## src/rtl/demux_ctrl_pkg.sv

```systemverilog
// Shared types and constants for the 1:8 demux sequencing controller.
package demux_ctrl_pkg;

    localparam int NCH   = 8;
    localparam int SEL_W = 3;

    typedef enum logic {
        IDLE = 1'b0,
        SEND = 1'b1
    } state_t;

    // One-hot channel mask for a select value.
    function automatic logic [NCH-1:0] onehot8(input logic [SEL_W-1:0] sel);
        onehot8 = NCH'(1) << sel;
    endfunction

endpackage

```

## src/rtl/demux1_8_ctrl_chan_timer.sv

```systemverilog
// Per-channel hold-off timer: counts cycles a channel has been offered a
// word without accepting it and flags the last allowed cycle.
module chan_timer #(
    parameter int TIMEOUT = 15
) (
    input  logic clk,
    input  logic rst,
    input  logic clear,
    input  logic enable,
    output logic expire
);

    localparam int TW = $clog2(TIMEOUT + 1);

    logic [TW-1:0] timer_q;
    logic [TW-1:0] timer_d;

    // Clear has priority so a new channel always starts counting from zero.
    always_comb begin
        timer_d = timer_q;
        if (clear) begin
            timer_d = '0;
        end else if (enable) begin
            timer_d = timer_q + 1'b1;
        end
    end

    // Timer register.
    always_ff @(posedge clk) begin
        if (rst) begin
            timer_q <= '0;
        end else begin
            timer_q <= timer_d;
        end
    end

    assign expire = (timer_q == TW'(TIMEOUT - 1));

endmodule

```

## src/rtl/demux1_8_ctrl.sv

```systemverilog
// Sequencing controller for the 1:8 demux. Accepts a tagged word, then
// offers it to one channel (unicast) or to channels 0..7 in turn (scan).
// A channel that does not accept within TIMEOUT cycles is skipped and the
// drop is counted. sel and out_data feed the external demux instance
// (sel[2]->S1, sel[1]->S2, sel[0]->S3, out_data->I).
//
// Handshakes: a transfer happens on a rising edge where valid and ready are
// both high; valid is never withdrawn before that edge except by a timeout
// drop or reset, and in_ready/out_valid depend only on registered state.
module demux1_8_ctrl
    import demux_ctrl_pkg::*;
#(
    parameter int DW      = 8,
    parameter int TIMEOUT = 15
) (
    input  logic          clk,
    input  logic          rst,
    input  logic          in_valid,
    output logic          in_ready,
    input  logic [DW-1:0] in_data,
    input  logic [2:0]    in_dest,
    input  logic          scan_en,
    output logic [2:0]    sel,
    output logic [DW-1:0] out_data,
    output logic [7:0]    out_valid,
    input  logic [7:0]    out_ready,
    output logic          busy,
    output logic          timeout_pulse,
    output logic [7:0]    drop_cnt
);

    state_t            state_q, state_d;
    logic [SEL_W-1:0]  sel_q, sel_d;
    logic [DW-1:0]     data_q, data_d;
    logic              scan_q, scan_d;
    logic [7:0]        drop_cnt_q, drop_cnt_d;

    logic timer_clear;
    logic timer_en;
    logic timer_expire;
    logic ch_ready;

    chan_timer #(
        .TIMEOUT (TIMEOUT)
    ) u_chan_timer (
        .clk    (clk),
        .rst    (rst),
        .clear  (timer_clear),
        .enable (timer_en),
        .expire (timer_expire)
    );

    assign ch_ready = out_ready[sel_q];

    // Next-state, datapath capture and drop accounting.
    always_comb begin
        state_d       = state_q;
        sel_d         = sel_q;
        data_d        = data_q;
        scan_d        = scan_q;
        drop_cnt_d    = drop_cnt_q;
        timer_clear   = 1'b0;
        timer_en      = 1'b0;
        timeout_pulse = 1'b0;
        case (state_q)
            IDLE: begin
                timer_clear = 1'b1;
                if (in_valid) begin
                    data_d  = in_data;
                    scan_d  = scan_en;
                    sel_d   = scan_en ? '0 : in_dest;
                    state_d = SEND;
                end
            end
            SEND: begin
                if (ch_ready || timer_expire) begin
                    // Delivery beats an expiring timer in the same cycle.
                    if (!ch_ready) begin
                        timeout_pulse = 1'b1;
                        if (drop_cnt_q != 8'hFF) begin
                            drop_cnt_d = drop_cnt_q + 8'd1;
                        end
                    end
                    timer_clear = 1'b1;
                    if (scan_q && (sel_q != SEL_W'(NCH - 1))) begin
                        sel_d = sel_q + 1'b1;
                    end else begin
                        state_d = IDLE;
                    end
                end else begin
                    timer_en = 1'b1;
                end
            end
            default: state_d = IDLE;
        endcase
    end

    // Controller registers; reset discards any word in flight uncounted.
    always_ff @(posedge clk) begin
        if (rst) begin
            state_q    <= IDLE;
            sel_q      <= '0;
            data_q     <= '0;
            scan_q     <= 1'b0;
            drop_cnt_q <= '0;
        end else begin
            state_q    <= state_d;
            sel_q      <= sel_d;
            data_q     <= data_d;
            scan_q     <= scan_d;
            drop_cnt_q <= drop_cnt_d;
        end
    end

    assign in_ready  = (state_q == IDLE);
    assign busy      = (state_q == SEND);
    assign out_valid = (state_q == SEND) ? onehot8(sel_q) : 8'h00;
    assign sel       = sel_q;
    assign out_data  = data_q;
    assign drop_cnt  = drop_cnt_q;

endmodule
```

## config.mk

```make
export PLATFORM = sky130hd
export DESIGN_NAME = demux1_8_ctrl
export DESIGN_NICKNAME = d
export VERILOG_FILES = /design/src/rtl/demux_ctrl_pkg.sv /design/src/rtl/demux1_8_ctrl_chan_timer.sv /design/src/rtl/demux1_8_ctrl.sv
export SDC_FILE = /design/constraint.sdc
export NUM_CORES = 1
export LEC_CHECK = 0
export ABC_CLOCK_PERIOD_IN_PS = 2450
export BUFFER_PORTS_ARGS = -buffer_cell sky130_fd_sc_hd__buf_2
export CORE_MARGIN = 2
export CORE_UTILIZATION = 49
export DETAILED_ROUTE_END_ITERATION = 10
export PLACE_DENSITY = 0.84
export SLEW_MARGIN = 20
export SYNTH_ARGS = -nofsm -noshare
export SYNTH_HDL_FRONTEND = slang
export SYNTH_HIERARCHICAL = 1
export SYNTH_SLANG_ARGS = --single-unit
export TNS_END_PERCENT = 100
```

## constraint.sdc

```tcl
create_clock -name clk -period 2.45 [get_ports clk]
set_input_delay 0.245 -clock clk [delete_from_list [all_inputs] [get_ports clk]]
set_output_delay 0.245 -clock clk [all_outputs]
set_load 0.05 [all_outputs]
```

==> Yosys cells after proc, flatten, opt, wreduce, memory -nomap -nowiden <==
Cells that the tools add are included.
{ "classes": {"addsub": 3, "n_mul": 0, "n_div": 0, "magnitude_cmp": 1, "n_eq_ne": 6, "n_shift": 1, "muxes": 19, "bitwise_logic": 2, "n_reduce_logical": 6} }
{ "ops": {"columns": ["cell", "n"], "rows": [
  ["2-to-1 mux 3 bit", 4],
  ["2-to-1 mux 1 bit", 10],
  ["adder 8 x 1 -> 8 bit (second input constant)", 1],
  ["2-to-1 mux 8 bit", 1],
  ["!= test 8 bit (second input constant)", 1],
  ["<< shifter 1 x 3 -> 8 bit (first input constant)", 1],
  ["case mux 3 bit (2 select lines)", 1],
  ["adder 4 x 1 -> 4 bit (second input constant)", 1],
  ["== test 4 bit (second input constant)", 1],
  ["less-than comparator 3 x 4 -> 1 bit (second input constant)", 1],
  ["!= test 2 x 1 -> 1 bit (second input constant)", 2],
  ["case mux 1 bit (2 select lines)", 2],
  ["AND reduction 4 bit", 1],
  ["adder 3 x 1 -> 3 bit (second input constant)", 1],
  ["binary-select mux 1 bit (select 3 bit)", 1],
  ["!= test 3 bit (second input constant)", 1],
  ["AND reduction 3 bit", 1],
  ["!= test 2 bit (second input constant)", 1],
  ["NOT 1 bit", 2],
  ["AND reduction 2 bit", 1],
  ["OR reduction 2 bit", 1],
  ["logical AND 1 bit", 1],
  ["logical OR 1 bit", 1]
]} }
{ "totals": {"reg_bits": 25, "latchBits": 0, "ram_bits": 0, "rom_bits": 0, "inputBits": 23, "out_inout_bits": 30, "wordCells": 44, "mem_count": 0} }

==> Logic depth before layout (Yosys ltp) <==
{ "logic_depth": {"depth_word": 6, "mapped_depth": 8, "ltp_nobuf": 8} }

==> By module <==
The synthesis kept the hierarchy.
{ "modules_own_cells": {"columns": ["mod", "n_inst", "cells_each", "area_each_um2", "seq_area_each_um2"], "rows": [
  ["demux1_8_ctrl", 1, 152, 1231.2, 420.4],
  ["chan_timer", 1, 20, 197.7, 80.1]
]} }

==> Worst setup path before layout <==
OpenSTA, ideal clock, no wires.
{ "synth_timing": {"path_type": "reg-to-reg", "start": "register sel_q[0], in the netlist sel[0]", "end": "register u_chan_timer.timer_q[3]", "setup_time_ns": 0.123, "arrival_ns": 2.225, "required_time_ns": 2.327, "slack_ns": 0.101, "stages_incl_launch_ff": 9, "n_path_buf": 1, "period_less_slack_ns": 2.349, "path_cell_list": "dfxtp_1 > buf_6 > mux2_2 > o22ai_4 > o21ba_2 > nand2_1 > inv_1 > nand4_1 > mux2_1"} }
{ "synth_between": {"elab_chain_cells": 6, "elab_cells_between_ends": 8, "cone_classes": "mux: 6; reduce/logical: 2"} }
{ "synth_rtl": {"columns": ["element", "line", "rtl"], "rows": [
  ["start, declared", "demux1_8_ctrl.sv:33", "logic [SEL_W-1:0] sel_q, sel_d;"],
  ["start signal, assigned", "demux1_8_ctrl.sv:108", "sel_q <= sel_d;"],
  ["binary-select mux 1 bit (select 3 bit)", "demux1_8_ctrl.sv:53", "assign ch_ready = out_ready[sel_q];"],
  ["2-to-1 mux 1 bit (not written as such)", "demux1_8_ctrl.sv:53", null],
  ["logical OR 1 bit", "demux1_8_ctrl.sv:76", "if (ch_ready || timer_expire) begin"],
  ["2-to-1 mux 1 bit", "demux1_8_ctrl.sv:76", null],
  ["case mux 1 bit (2 select lines)", "demux1_8_ctrl.sv:65", "case (state_q)"],
  ["via timer_clear", "demux1_8_ctrl.sv:38", "logic timer_clear;"],
  ["OR reduction 2 bit (no line)", null, null],
  ["end signal, assigned", "demux1_8_ctrl_chan_timer.sv:33", "timer_q <= timer_d;"],
  ["end, declared", "demux1_8_ctrl_chan_timer.sv:15", "logic [TW-1:0] timer_q;"]
]} }
The timed path passes the listed nets, and every way through them passes these cells. The select of a mux whose other input is x is not followed.
A chain may end at the register's enable or synchronous reset.

==> Worst setup path after layout <==
{ "layout_timing": {"start": "register sel_q[0], in the netlist sel[0]", "end": "output timeout_pulse"} }
{ "layout_between": {"elab_chain_cells": 5, "elab_cells_between_ends": 6, "cone_classes": "mux: 5; reduce/logical: 1"} }
{ "layout_rtl": {"columns": ["element", "line", "rtl"], "rows": [
  ["binary-select mux 1 bit (select 3 bit) *", "demux1_8_ctrl.sv:53", null],
  ["2-to-1 mux 1 bit (not written as such) *", "demux1_8_ctrl.sv:53", null],
  ["2-to-1 mux 1 bit or logical OR 1 bit (tied branches)", "demux1_8_ctrl.sv:78, demux1_8_ctrl.sv:76", null],
  ["2-to-1 mux 1 bit *", "demux1_8_ctrl.sv:76", null],
  ["2-to-1 mux 1 bit *", "demux1_8_ctrl.sv:65", null],
  ["end, declared", "demux1_8_ctrl.sv:28", "output logic timeout_pulse,"]
]} }
Mark *: on every way between the ends. The rest lies on a longest branch, timed or not. The select of a mux whose other input is x is not followed.

==> flow_summary.yaml <==
yosys:
  ys.flop_type: "dfxtp_1"
  syn_area_sq_mm: 0.00143
  yosys_warnings: 6
  syn_nets: 204
  yosysSeqAreaShare_pct: 35.0
  synth_edf_count: 0
  synthArstFlopShare_pct: 0
  synth_cells: 172
  synth_area_per_cell_sq_um: 8.31
  ys_types: 41
  synth-seq-cells: 25
pwr:
  power_mw: 0.818
  vdd_ir_drop_max_mv: 0.380
  powerDensity_mw_per_mm2: 474
  leakage_nw: 0.827
clock_tree:
  cts_buffers: 3
  clk_path_buf_depth: 2
  cts_max_level: 1
  cts_setup_buffers: 0
  clkTransAtPathRegs_ns: 0.13
  hold_buffers: 0
  cts_num_sinks: 25
  cts_tree: "yes"
  ctsResizeCount: 0
  cts_root_buf: "clkbuf_4"
  clk_latency_ns: 0.31
status:
  status: "finished clean"
timing:
  hold_violations: 0
  finClkSkew_ns: 0.00537
  drv_slew: 0
  post-route-min-period_ns: 2.33
  fmax_mhz: 429
  setup_violations: 0
  rsz0062_at_grt: "no"
  finalSetupTns_ns: 0
  setup_ws_ns: 0.119
  worstMarginPinSlew_ns: 0.643
  period_share_pct: 95.1
  relSlewSlack_pct: 57.1
grt:
  overflow: 0
  grt_pass1_wl_mm: 5.02
  antenna_found_initial: 0
  grt_start_max_net_pins: 30
  grt_usage_pct: 18.7
  grt_pass1_vias: 1200
place:
  port_buffers: 52
  routabilityCongestion: 0.748
  place_ws_ns: 0.225
  hpwl_mm: 2.31
critical_path:
  cpPeakStageDelay_ns: 0.60
  critPathTopFamily: "flip-flops"
  worst-setup-path-type: "reg -> out"
  reg2reg_slack_ns: 0.21
  end_kind: "primary output"
  reg2regPathDepth: 7
  crit_path_start_kind: "flip-flop"
  crit_fanout: 10
  path_buf_inv: 2
  crit_path_start: "sel[0]"
  path_cells: "mux2_2 > o22ai_4 > o211ai_4 > inv_4 > buf_2"
  worstPathRequired_ns: 2.20
  crit_slowest_cell: "dfxtp_1"
  arrival_ns: 2.09
  r2r-start: "sel[0]"
  worstReg2RegEnd: "u_chan_timer/timer_q[3]"
worst_hold_path:
  hold_start: "in_data[2]"
  whs_path_depth: 3
  hold_end: "out_data[2]"
  hold_class: "in -> reg"
route:
  drt-total-wl_mm: 2.98
  drc: 0
  dr.pass1.iters: 4
  via_count: 1347
  wl_per_cell_um: 11.8
  routed_via_density: 5.35
  ant_nets: 0
  dr.first_iter.drc_count: 38
flow_run:
  cap_violations: 0
floorplan:
  rows: 19
  coreArea_sq_mm: 0.00276
  start_util_pct: 51.8
  io_pins: 53
  die-area_sq_mm: 0.00336
  die_x_um: 58
  die_y_um: 58
layout:
  areaGrowthSynthToFinish_pct: 20.8
  fillers: 259
  layout-drive-gt1-share_pct: 31.2
  diodes: 0
  nets: 254
per-layer routing:
layer	global-route usage, %	up-vias	part of all wire (%)
li1	-	693	-
met2	32.8	31	48
met5	0	-	0
met4	5.98	0	0.74
met1	23.8	621	46
met3	2.23	2	4.7
cell usage after synthesis (3+ instances only):
cell type  instances  area (sq um)
a211oi_1           3          22.5
a21oi_1           17          85.1
and3_1            11          68.8
clkbuf_1           7          26.3
dfxtp_1           25           500
ha_1               9           113
inv_1              9          33.8
nand2_1           27           101
nand3_1            8          40.0
nor2_1             9          33.8
nor2b_1            4          25.0
o21ai_0            5          25.0
o31ai_1            3          22.5
cell type report:
type / instances / area (sq um) / area share, %
repair buffers: 54 / 275 / 15.9
multi-input cells: 128 / 846 / 49.0
clock buffers: 4 / 26.3 / 1.52
inverters: 10 / 40.0 / 2.32
flip-flops and latches: 25 / 500 / 29.0
well taps: 31 / 38.8 / 2.25
state kept, by name, summed over array words and instances, names as in the netlist:
name                  count
busy                      1
scan_q                    1
drop_cnt                  8
out_data                  8
sel                       3
u_chan_timer/timer_q      4
kinds of logic (layout without fill, tap and decap cells):
group           count (synthesis)  count (layout)  synth area share [%]
compound gates                 39              39                  20.1
flops                          25              25                  35.0
mux                             7               7                  5.95
simple gates                   72              72                  24.6
fa+ha+maj                       9               9                  7.88
xor+xnor                        1               1                 0.613
buf+inv                        19              68                  5.78
layout by cell type, fill, tap and decap left out, types with 2 or more instances in the layout:
cell type / Yosys / layout
mux2_2: 2 / 2
mux2_1: 2 / 2
nor2_1: 9 / 9
buf_2: 1 / 52
o21ai_0: 5 / 5
and3_1: 11 / 11
nor3_1: 2 / 2
nand4_1: 2 / 2
ha_1: 9 / 9
a21oi_1: 17 / 17
nor2b_1: 4 / 4
o31ai_1: 3 / 3
and2_1: 2 / 2
nand3_1: 8 / 8
clkbuf_4: 0 / 3
or3_1: 2 / 2
a211oi_1: 3 / 3
mux2_4: 2 / 2
nand2_1: 27 / 27
dfxtp_1: 25 / 25
buf_4: 0 / 2
inv_1: 9 / 9
how the worst max path moves through the flow:
stage                         endpoint  slack, ns  depth (start not counted)
2_1_floorplan  u_chan_timer/timer_q[3]       0.10                          8
3_3_place_gp   u_chan_timer/timer_q[3]       0.29                          7
3_5_place_dp   u_chan_timer/timer_q[3]       0.23                          7
4_1_cts                  timeout_pulse       0.10                          5
5_1_grt                  timeout_pulse     0.0003                          5
6_report                 timeout_pulse       0.12                          5
per-stage QoR:
stage,util (%),hold WS (ns),cell area (sq um),instances
2_1_floorplan,-,0.381,1430,172
3_5_place_dp,61.7,0.445,1700,248
3_3_place_gp,61.7,0.438,1700,248
6_report,62.6,0.159,1730,252
5_1_grt,62.6,0.165,1730,252
4_1_cts,62.6,0.148,1730,252
worst min-delay path: cells and delay by family:
family          cells  cell delay [ns]
compound gates      1             0.05
buf+inv             1             0.09
simple gates        1             0.04
power breakdown:
group | switching [mW] | total (mW) | internal, mW | leakage (nW)
Clock | 0.116 | 0.180 | 0.0635 | 0.0150
Sequential | 0.0207 | 0.442 | 0.421 | 0.203
Combinational | 0.129 | 0.196 | 0.0678 | 0.609
No activity file was read; power rests on OpenSTA's default activity.
